[config.mk]
export PLATFORM = sky130hd
export DESIGN_NAME = core_btb_update
export DESIGN_NICKNAME = d
export VERILOG_FILES = /design/src/rtl/core_btb_update.sv
export SDC_FILE = /design/constraint.sdc
export NUM_CORES = 1
export LEC_CHECK = 0
export CORE_MARGIN = 2
export CORE_UTILIZATION = 30
export DETAILED_ROUTE_END_ITERATION = 6
export SLEW_MARGIN = 10
export SYNTH_ARGS = -nofsm -noshare
export SYNTH_HDL_FRONTEND = slang
export SYNTH_SLANG_ARGS = --single-unit
[constraint.sdc]
create_clock -name clk -period 4.4 [get_ports clk]
set_input_delay 0.88 -clock clk [delete_from_list [all_inputs] [get_ports clk]]
set_output_delay 0.88 -clock clk [all_outputs]
set_load 0.02 [all_outputs]
[src/rtl/core_btb_update.sv]
// core_btb_update: branch-resolution side of the BTB.
// Compares resolved control-transfer outcomes against the prediction carried
// down the pipe, issues a registered redirect on mispredict and queues BTB
// write requests (tag allocate / target correct) in a small FIFO that drains
// into the BTB write port whenever fetch grants it.
// Optional feature macro: BTB_UPD_STATS_EN (saturating resolve/mispredict
// counters). Without it the stat outputs are tied to zero.
module core_btb_update #(
    parameter int UPD_DEPTH = 4,
    parameter int PTR_W     = 2
) (
    input  logic        clk,
    input  logic        rst,
    input  logic        ex_valid,
    output logic        ex_ready,
    input  logic [31:0] ex_pc,
    input  logic [1:0]  ex_type,
    input  logic        ex_taken,
    input  logic [31:0] ex_target,
    input  logic        ex_pred_hit,
    input  logic        ex_pred_taken,
    input  logic [31:0] ex_pred_target,
    input  logic        btb_port_ready,
    output logic        update_btb_tag,
    output logic        update_btb_target,
    output logic [31:0] btb_pc_out,
    output logic [31:0] btb_target_in,
    output logic [1:0]  btb_type_in,
    output logic        redirect_valid,
    output logic [31:0] redirect_pc,
    output logic        queue_empty,
    output logic        queue_full,
    output logic [15:0] stat_resolved,
    output logic [15:0] stat_mispred
);

    // FIFO storage, one array per entry field
    logic [31:0] pc_mem   [UPD_DEPTH];
    logic [29:0] tgt_mem  [UPD_DEPTH];
    logic [1:0]  type_mem [UPD_DEPTH];
    logic        tag_mem  [UPD_DEPTH];

    // Pointers carry one extra wrap bit to tell full from empty
    logic [PTR_W:0]   wr_ptr;
    logic [PTR_W:0]   rd_ptr;
    logic [PTR_W-1:0] wr_idx;
    logic [PTR_W-1:0] rd_idx;

    logic acc;
    logic tgt_diff;
    logic mis;
    logic push;
    logic pop;

    // Low target bits are always forced to zero, so they are never looked at
    logic unused_low_bits;
    assign unused_low_bits = ^{ex_target[1:0], ex_pred_target[1:0]};

    assign wr_idx = wr_ptr[PTR_W-1:0];
    assign rd_idx = rd_ptr[PTR_W-1:0];

    assign queue_empty = (wr_ptr == rd_ptr);
    assign queue_full  = (wr_ptr[PTR_W] != rd_ptr[PTR_W]) &&
                         (wr_ptr[PTR_W-1:0] == rd_ptr[PTR_W-1:0]);
    assign ex_ready    = !queue_full;

    assign acc      = ex_valid && ex_ready;
    assign tgt_diff = (ex_target[31:2] != ex_pred_target[31:2]);
    assign mis      = (ex_taken != ex_pred_taken) ||
                      (ex_taken && ex_pred_taken && tgt_diff);

    // Only taken outcomes touch the BTB: allocate on a miss, correct the
    // target on a hit that pointed elsewhere. The fetch-side entry type is
    // not carried down the pipe, so target mismatch is the correction cause.
    assign push = acc && ex_taken && (!ex_pred_hit || tgt_diff);
    assign pop  = !queue_empty && btb_port_ready;

    // Head entry drives the write port directly; gated to zero when empty
    assign btb_pc_out        = queue_empty ? 32'd0 : pc_mem[rd_idx];
    assign btb_target_in     = queue_empty ? 32'd0 : {tgt_mem[rd_idx], 2'b00};
    assign btb_type_in       = queue_empty ? 2'b00 : type_mem[rd_idx];
    assign update_btb_target = pop;
    assign update_btb_tag    = pop && tag_mem[rd_idx];

    // Entry write; storage needs no reset because the pointers gate it
    always_ff @(posedge clk) begin
        if (push) begin
            pc_mem[wr_idx]   <= ex_pc;
            tgt_mem[wr_idx]  <= ex_target[31:2];
            type_mem[wr_idx] <= ex_type;
            tag_mem[wr_idx]  <= !ex_pred_hit;
        end
    end

    // Pointer update; push and pop in the same cycle both advance
    always_ff @(posedge clk) begin
        if (rst) begin
            wr_ptr <= '0;
            rd_ptr <= '0;
        end else begin
            if (push) wr_ptr <= wr_ptr + (PTR_W+1)'(1);
            if (pop)  rd_ptr <= rd_ptr + (PTR_W+1)'(1);
        end
    end

    // Registered one-cycle redirect; the PC holds its last value between pulses
    always_ff @(posedge clk) begin
        if (rst) begin
            redirect_valid <= 1'b0;
            redirect_pc    <= 32'd0;
        end else begin
            redirect_valid <= acc && mis;
            if (acc && mis)
                redirect_pc <= ex_taken ? {ex_target[31:2], 2'b00}
                                        : ex_pc + 32'd4;
        end
    end

`ifdef BTB_UPD_STATS_EN
    logic [15:0] res_cnt;
    logic [15:0] mis_cnt;

    // Saturating event counters
    always_ff @(posedge clk) begin
        if (rst) begin
            res_cnt <= 16'd0;
            mis_cnt <= 16'd0;
        end else begin
            if (acc && res_cnt != 16'hFFFF)        res_cnt <= res_cnt + 16'd1;
            if (acc && mis && mis_cnt != 16'hFFFF) mis_cnt <= mis_cnt + 16'd1;
        end
    end

    assign stat_resolved = res_cnt;
    assign stat_mispred  = mis_cnt;
`else
    assign stat_resolved = 16'h0000;
    assign stat_mispred  = 16'h0000;
`endif

endmodule

; ---- After elaboration in Yosys (flattened, before gate mapping)
; Memories as Yosys holds them, arrays and structs flattened. A register that Yosys moved wholly into a read port is not among the register bits.
; Cells that the tools add are included.
[classes]
addsub = 3
eq_ne = 5
mux = 14
n_reduce_logical = 14
[ops]
columns = operator, count
row1 = $mux W32, 3
row2 = $add A32 B3 Y32 const B, 1
row3 = $ne A30 B30 Y1, 1
row4 = $mux W2, 9
row5 = $logic_and A1 B1 Y1, 9
row6 = $add A3 B1 Y3 const B, 2
row7 = $eq A3 B3 Y1, 1
row8 = $logic_not A1 Y1, 3
row9 = $eq A2 B2 Y1, 1
row10 = $logic_or A1 B1 Y1, 2
row11 = $mux W1, 2
row12 = $ne A1 B1 Y1, 2
[totals]
regBits = 39
mem_bits_rw = 260
inputBits = 105
wordCells = 44
memories = 4
[mem_list]
columns = memory, words, width, read_ports, rd_ports_with_merged_regs, write_ports, line
row1 = pc_mem, 4, 32, 1, 1, 1, 38  ; logic [31:0] pc_mem [UPD_DEPTH];
row2 = tgt_mem, 4, 30, 1, 1, 1, 39  ; logic [29:0] tgt_mem [UPD_DEPTH];
row3 = type_mem, 4, 2, 1, 1, 1, 40  ; logic [1:0] type_mem [UPD_DEPTH];
row4 = tag_mem, 4, 1, 1, 1, 1, 41  ; logic tag_mem [UPD_DEPTH];

; ---- Longest topological paths before layout
; Gate-level depths: netlist (run 1).
[depth]
depth_word = 8
mapped_depth = 8

; ---- Worst setup path after synthesis (run 1)
; No wires, ideal clock.
[synth_timing]
path_kind = in2reg
start = input ex_taken
end = register wr_ptr[2]
setup_ps = 124
t_arrival_ps = 3630
required_ps = 4276
path_slack_ps = 645
stages = 5
path_buffers = 1
path_cell_list = clkbuf_1 > nand2_1 > a31oi_1 > and2_1 > mux2_2
[synth_via]
elab_chain_cells = 2
[synth_rtl]
columns = item, line
row1 = start: declaration, 18  ; input logic ex_taken,
row2 = $logic_and A1 B1 Y1 (2 in series), 75  ; assign push = acc && ex_taken && (!ex_pred_hit || tgt_diff);
row3 = end signal: assignment, 101  ; if (push) wr_ptr <= wr_ptr + (PTR_W+1)'(1);
row4 = end: declaration, 44  ; logic [PTR_W:0] wr_ptr;
; Every way passes these cells.
; A chain may end at the register's enable or synchronous reset.

==> reports/metrics.yaml, run 1 <==
outcome:
  status: "completed"
cells_and_area:
  synthToLayoutAreaGrowth_pct: 30.9
  fin_nets: 1162
  fillerInstances: 3996
  layout-drive-gt1-share_pct: 16.3
  stdcell_area_um2: 17000
  layout.cells.non_filler: 1658
  n_antenna_cell: 0
critical_path:
  endpoint_kind: "output pin"
  crit_required_ns: 3.52
  r2r-start: "wr_ptr[1]$_SDFFE_PP0P_"
  r2r_setup_slack_ns: 1.67
  worst_path_largest_cell_delay_ns: 0.58
  crit_chain: "buf_4, mux4_2, nor2b_1, clkdlybuf4s50_1"
  crit_buf_inv: 2
  reg2reg_to: "pc_mem[2][22]$_DFFE_PP_"
  cp_top_family: "buffers and inverters"
  start_kind: "register"
  worstRegToRegCells: 6
  worstSetupPathType: "register to output pin"
  cp.arrival_ns: 2.78
  cp_slowest_cell: "mux4_2"
  critPathMaxFanout: 17
hold_path:
  hold_path_end: "redirect_pc[11]$_SDFFE_PP0P_"
  hold_depth: 2
  worstHoldStart: "redirect_pc[11]$_SDFFE_PP0P_"
  hold_path_class: "register to register"
grt:
  grt.busiest_layer: "met2"
  gr-usage-met1_pct: 21.9
  use_met2_pct: 26.0
  grt_overflow_total: 0
  grt_antenna_before_repair: 1
  met3_usage_pct: 4.33
  grt_pass1_vias: 7821
  grt_pass1_wl_um: 51800
  grt_max_degree: 48
  grt_use_total_pct: 16.1
drt:
  vias: 7829
  drt-wirelength-per-cell_um: 22.0
  first_pass_iters: 5
  antenna_left: 0
  routed_wl_um: 36500
  routed_via_density: 4.72
  drt-initial-drc-count: 563
  drc: 0
pwr:
  peakVddDrop_uv: 229
  total_leakage_power_nw: 5.43
  power_density_nw_per_um2: 447
clock_tree:
  root_buffer: "clkbuf_16"
  clock-sinks: 301
  clk_latency_ns: 0.52
  ctsHoldBuffers: 0
  cts_buffer_depth: 3
  cts.repair.resized: 0
  cts_tree: "built"
  cts-buffers-inserted: 34
  cts_htree_levels: 2
  cts_setup_buffers: 0
  path_clk_slew_ns: 0.06
timing:
  timing.final.crit_share_pct: 83.1
  worst_pin_slew_ns: 0.785
  rsz0062_at_grt: "false"
  fin_skew_ns: 0.0137
  slew_headroom_pct: 47.6
  final_max_slew_viol_count: 0
  finalSetupViolations: 0
  setup_tns_ns: 0
  clock.fmax_mhz: 274
  holdWs_ns: 0.466
  post-route-min-period_ns: 3.66
  hold_viol: 0
logic_synthesis:
  ys_seq_area_share_pct: 66.5
  synthTopCellsByCount: "260 x edfxtp_1, 67 x nor2b_1, 65 x mux4_2"
  synth_top_cell_area_share_pct: 60.2
  synth_cells: 817
  synth_largest_area_cell: "edfxtp_1"
  synth_enable_flop_cells: 260
  synth_mux_area_share_pct: 11.8
  synth-xor-area-share_pct: 4.31
  ys_ff_latch: 301
  yosysMostFrequentCell: "edfxtp_1"
  synth_top_family_by_area: "multiplexers"
  synth_compound_area_share_pct: 4.56
  avgSynthCellArea_um2: 15.9
  syn_area_um2: 13000
  synthAdderAreaFrac_pct: 0.675
  synthArstFlopShare_pct: 0
  ys.flop_type: "edfxtp_1"
  synth_cell_types: 45
  synthSimpleGateAreaFrac_pct: 8.58
  synth_warnings: 0
  synth_area_leaders: "edfxtp_1 60%, mux4_2 11%, dfxtp_1 6.3%, xnor2_1 3.4%, nor2b_1 3.2%"
die:
  num_rows: 76
  io_pins: 241
  die_y_um: 212
  coreArea_um2: 42900
  dieArea_um2: 44900
  start_util_pct: 30.2
  die_w_um: 212
placement:
  hpwl_um: 25200
  placed_cells: 1599
  dpl-instance-area_um2: 15900
  portBuffers: 202
  place_congestion: 0.782
run:
  drv_cap: 0
[cells by family after synthesis]
group | after synthesis
flip-flops | 301
AND/OR/NAND/NOR | 196
AO/OA/AOI/OAI | 92
buffers and inverters | 86
multiplexers | 71
XOR/XNOR | 63
adder cells (fa/ha/maj) | 7
other | 1
[worst reg2reg max path: cells and delay by family (launching register included)]
kind	cells	cell delay (ns)
compound gates	2	1.00
xor+xnor	1	0.14
buf+inv	1	0.28
flops	1	0.45
simple gates	2	0.55
[power breakdown]
part	total, mW	internal (mW)	switching (mW)
clock network	2.87	1.76	1.11
registers	3.24	3.19	0.0554
logic	1.47	0.696	0.778
[layout by cell type, fill, tap and decap left out, types with 32 or more instances in the layout]
cell	synthesis	layout
clkdlybuf4s50_1	0	202
clkbuf_16	0	38
conb_1	1	34
dfxtp_1	41	39
nor2b_1	67	67
edfxtp_1	260	260
o21ai_0	34	34
nand2_1	32	32
xnor2_1	50	50
mux4_2	65	65
[worst max-delay path by stage]
stage | depth (start not counted) | slack (ns) | to | from
floorplan | 5 | 0.65 | wr_ptr[2]$_SDFFE_PP0P_ | ex_taken
global placement | 8 | 0.55 | pc_mem[2][22]$_DFFE_PP_ | ex_target[6]
detailed placement | 8 | 0.52 | pc_mem[2][22]$_DFFE_PP_ | ex_target[6]
CTS | 4 | 0.64 | btb_pc_out[5] | register
global route | 4 | 0.58 | btb_pc_out[5] | register
finish | 4 | 0.74 | btb_pc_out[7] | register
[cell type report]
class                   instances  area [um2]  area share, %
clock buffers                  49        1000           5.90
clock inverters                10         126          0.744
inverters                       9        33.8          0.199
multi-input cells             463        4020           23.7
flip-flops and latches        301        8640           50.9
well taps                     585         732           4.31
repair buffers                241        2430           14.3
[sequential cells by signal (all words and copies together), names as in the netlist, named ones only]
| name | cells |
|---|---|
| pc_mem | 128 |
| tgt_mem | 120 |
| redirect_pc | 32 |
| type_mem | 8 |
| tag_mem | 4 |
| rd_ptr | 3 |
| wr_ptr | 3 |
| redirect_valid | 1 |
[metal layers]
metal | vias to the layer above | routed length (um) | part of all wire [%]
met5 | - | 11 | 0.030
met4 | 2 | 434 | 1.2
met3 | 38 | 2850 | 7.8
met2 | 258 | 17500 | 48
met1 | 3985 | 15600 | 43
li1 | 3546 | - | -
[per-stage QoR]
| step | worst slack [ns] | utilization [%] | total power, mW |
|---|---|---|---|
| floorplan | 0.645 | - | 4.10 |
| global placement | 0.549 | 37.0 | 4.79 |
| detailed placement | 0.515 | 37.0 | 4.80 |
| CTS | 0.645 | 39.6 | 7.69 |
| global route | 0.580 | 39.6 | 7.88 |
| finish | 0.744 | 39.6 | 7.58 |
Power figures use the tool's default switching activity.
==> run 2, diff against run 1 <==
clock period = 3.47 ns   (was 4.4 ns; I/O delays follow)
==> reports/metrics.yaml, run 2 (synthesized netlist as in run 1, its figures left out) <==
critical_path:
  reg2reg_to: "pc_mem[3][20]$_DFFE_PP_"  # was pc_mem[2][22]$_DFFE_PP_
  endpoint_kind: "output pin"  # unchanged
  critical_path.endpoint: "btb_target_in[20]"  # was btb_pc_out[7]
  cp_slowest_cell: "clkdlybuf4s50_1"  # was mux4_2
  cp-startpoint: "wr_ptr[0]$_SDFFE_PP0P_"
  cp.arrival_ns: 2.61  # was 2.78 ns
  worstRegToRegCells: 6  # unchanged
  r2r_setup_slack_ns: 1.10  # was 1.67 ns
  worstSetupPathType: "register to output pin"  # unchanged
  crit_chain: "xnor2_1, nand2_1, nor2_4, buf_4, nor2b_1, clkdlybuf4s50_1"  # was buf_4, mux4_2, nor2b_1, clkdlybuf4s50_1
  start_kind: "register"  # unchanged
  crit_required_ns: 2.78  # was 3.52 ns
  r2r-start: "wr_ptr[0]$_SDFFE_PP0P_"  # was wr_ptr[1]$_SDFFE_PP0P_
  critPathMaxFanout: 33  # was 17
  worst_path_largest_cell_delay_ns: 0.58  # about the same
cells_and_area:
  layout.cells.non_filler: 1710  # was 1658
  fin_nets: 1214  # was 1162
  n_antenna_cell: 0  # unchanged
  largest_reg_flops: 128  # unchanged
  fillerInstances: 3998  # was 3996
  top_regs: "pc_mem: 128 flops, tgt_mem: 120 flops, redirect_pc: 32 flops"  # unchanged
  layout-drive-gt1-share_pct: 20.4  # was 16.3%
  fin_util_pct: 40.7  # was 39.6%
  synthToLayoutAreaGrowth_pct: 34.7  # was 30.9%
  layout_common_cells: "260 x edfxtp_1, 202 x clkdlybuf4s50_1, 72 x buf_4"  # was 260 x edfxtp_1, 202 x clkdlybuf4s50_1, 67 x nor2b_1
  largest-register: "pc_mem"  # unchanged
  layout_commonest_cell: "edfxtp_1"  # unchanged
die:
  dieArea_um2: 44900  # unchanged
  start_util_pct: 30.2  # unchanged
  coreArea_um2: 42900  # unchanged
  die_w_um: 212  # unchanged
  io_pins: 241  # unchanged
  die_y_um: 212  # unchanged
  num_rows: 76  # unchanged
clock_tree:
  cts_buffer_depth: 3  # unchanged
  cts_tree: "built"  # unchanged
  root_buffer: "clkbuf_16"  # unchanged
  path_clk_slew_ns: 0.06  # about the same
  cts_htree_levels: 2  # unchanged
  cts-buffers-inserted: 34  # unchanged
  clk_latency_ns: 0.53  # was 0.52 ns
  clock-sinks: 301  # unchanged
grt:
  grt_pass1_vias: 8056  # was 7821
  grt_use_total_pct: 16.5  # was 16.1%
  grt_pass1_wl_um: 53600  # was 51800 um
  grt_max_degree: 37  # was 48
  grt_overflow_total: 0  # unchanged
  grt_antenna_before_repair: 1  # unchanged
placement:
  dpl_worst_slack_ns: 0.208  # was 0.515 ns
  place_congestion: 0.791  # was 0.782
  portBuffers: 202  # unchanged
  placed_cells: 1642  # was 1599
  hpwl_um: 26700  # was 25200 um
timing:
  timing.final.crit_share_pct: 95.2
  post-route-min-period_ns: 3.30
  clock.fmax_mhz: 303
  slew_headroom_pct: 63.6  # was 47.6%
  worst_pin_slew_ns: 0.545  # was 0.785 ns
  finalSetupViolations: 0  # unchanged
  timing.final.ws_setup_ns: 0.167  # was 0.744 ns
  setup_tns_ns: 0  # unchanged
  rsz0062_at_grt: "false"  # unchanged
  final_max_slew_viol_count: 0  # unchanged
  fin_skew_ns: 0.0217  # was 0.0137 ns
  hold_viol: 0  # unchanged
drt:
  routed_wl_um: 37500  # was 36500 um
  first_pass_iters: 5  # unchanged
  antenna_left: 0  # unchanged
  vias: 8185  # was 7829
  drt-initial-drc-count: 545  # was 563
  drt-wirelength-per-cell_um: 21.9  # was 22.0 um
  routed_via_density: 4.79  # was 4.72
  drc: 0  # unchanged
hold_path:
  hold_path_class: "register to register"  # unchanged
pwr:
  power_density_nw_per_um2: 553  # was 447 nW/um2
  peakVddDrop_uv: 396  # was 229 uV
  total_leakage_power_nw: 5.72  # was 5.43 nW
run:
  drv_cap: 0  # unchanged
outcome:
  status: "completed"  # unchanged
-- run 2: how the worst min path moves through the flow --
| stage | cells after the start | endpoint | slack [ns] | from |
|---|---|---|---|---|
| floorplan | 2 | rd_ptr[2]$_SDFFE_PP0P_ | 0.50 | rd_ptr[2]$_SDFFE_PP0P_ |
| global placement | 2 | redirect_pc[10]$_SDFFE_PP0P_ | 0.45 | redirect_pc[10]$_SDFFE_PP0P_ |
| detailed placement | 2 | redirect_pc[10]$_SDFFE_PP0P_ | 0.46 | redirect_pc[10]$_SDFFE_PP0P_ |
| CTS | 2 | redirect_pc[9]$_SDFFE_PP0P_ | 0.47 | redirect_pc[9]$_SDFFE_PP0P_ |
| global route | 2 | redirect_pc[21]$_SDFFE_PP0P_ | 0.49 | redirect_pc[21]$_SDFFE_PP0P_ |
| finish | 2 | redirect_pc[9]$_SDFFE_PP0P_ | 0.47 | redirect_pc[9]$_SDFFE_PP0P_ |
-- run 2: per-stage QoR --
step	hold slack [ns]	cell area, um2	total power, mW
after global routing	0.487	17500	9.99
final	0.469	17500	9.66
after CTS	0.469	17400	9.72
after global placement	0.449	16300	6.15
after detailed placement	0.458	16300	6.17
after floorplan	0.498	13100	5.19
-- run 2: where the power goes --
group          switching (mW)  internal, mW  leakage, nW
Clock                    1.44          2.12        0.533
Sequential             0.0653          4.04         2.70
Combinational            1.04         0.960         2.49
Total                    2.54          7.12         5.72
-- run 2: repair_timing --
item                       4_1_cts  5_1_grt
setup endpoints to repair        0       18
hold buffers                     0        0
resized for setup                0        0
setup buffers                    0        9
-- run 2: area by class of cell --
type,count,area [um2],share of cell area [%]
Multi-Input combinational cell,463,4020,23.0
Clock buffer,44,930,5.32
Clock inverter,15,176,1.01
Sequential cell,301,8640,49.4
Inverter,9,33.8,0.193
Timing Repair Buffer,293,2940,16.8
Tap cell,585,732,4.19
-- run 2: critical path: cells and delay by family, from the launching register on --
kind / cells / cell delay (ns)
simple gates: 3 / 0.45
flops: 1 / 0.43
buf+inv: 2 / 0.98
xor+xnor: 1 / 0.20
-- run 2: routing by layer --
layer	vias to the layer above	share of wire [%]	global-route usage, %
met5	-	0.032	0
met4	2	1.5	3.52
li1	3654	-	-
met2	296	48	26.5
met1	4191	43	22.7
met3	42	7.2	4.15
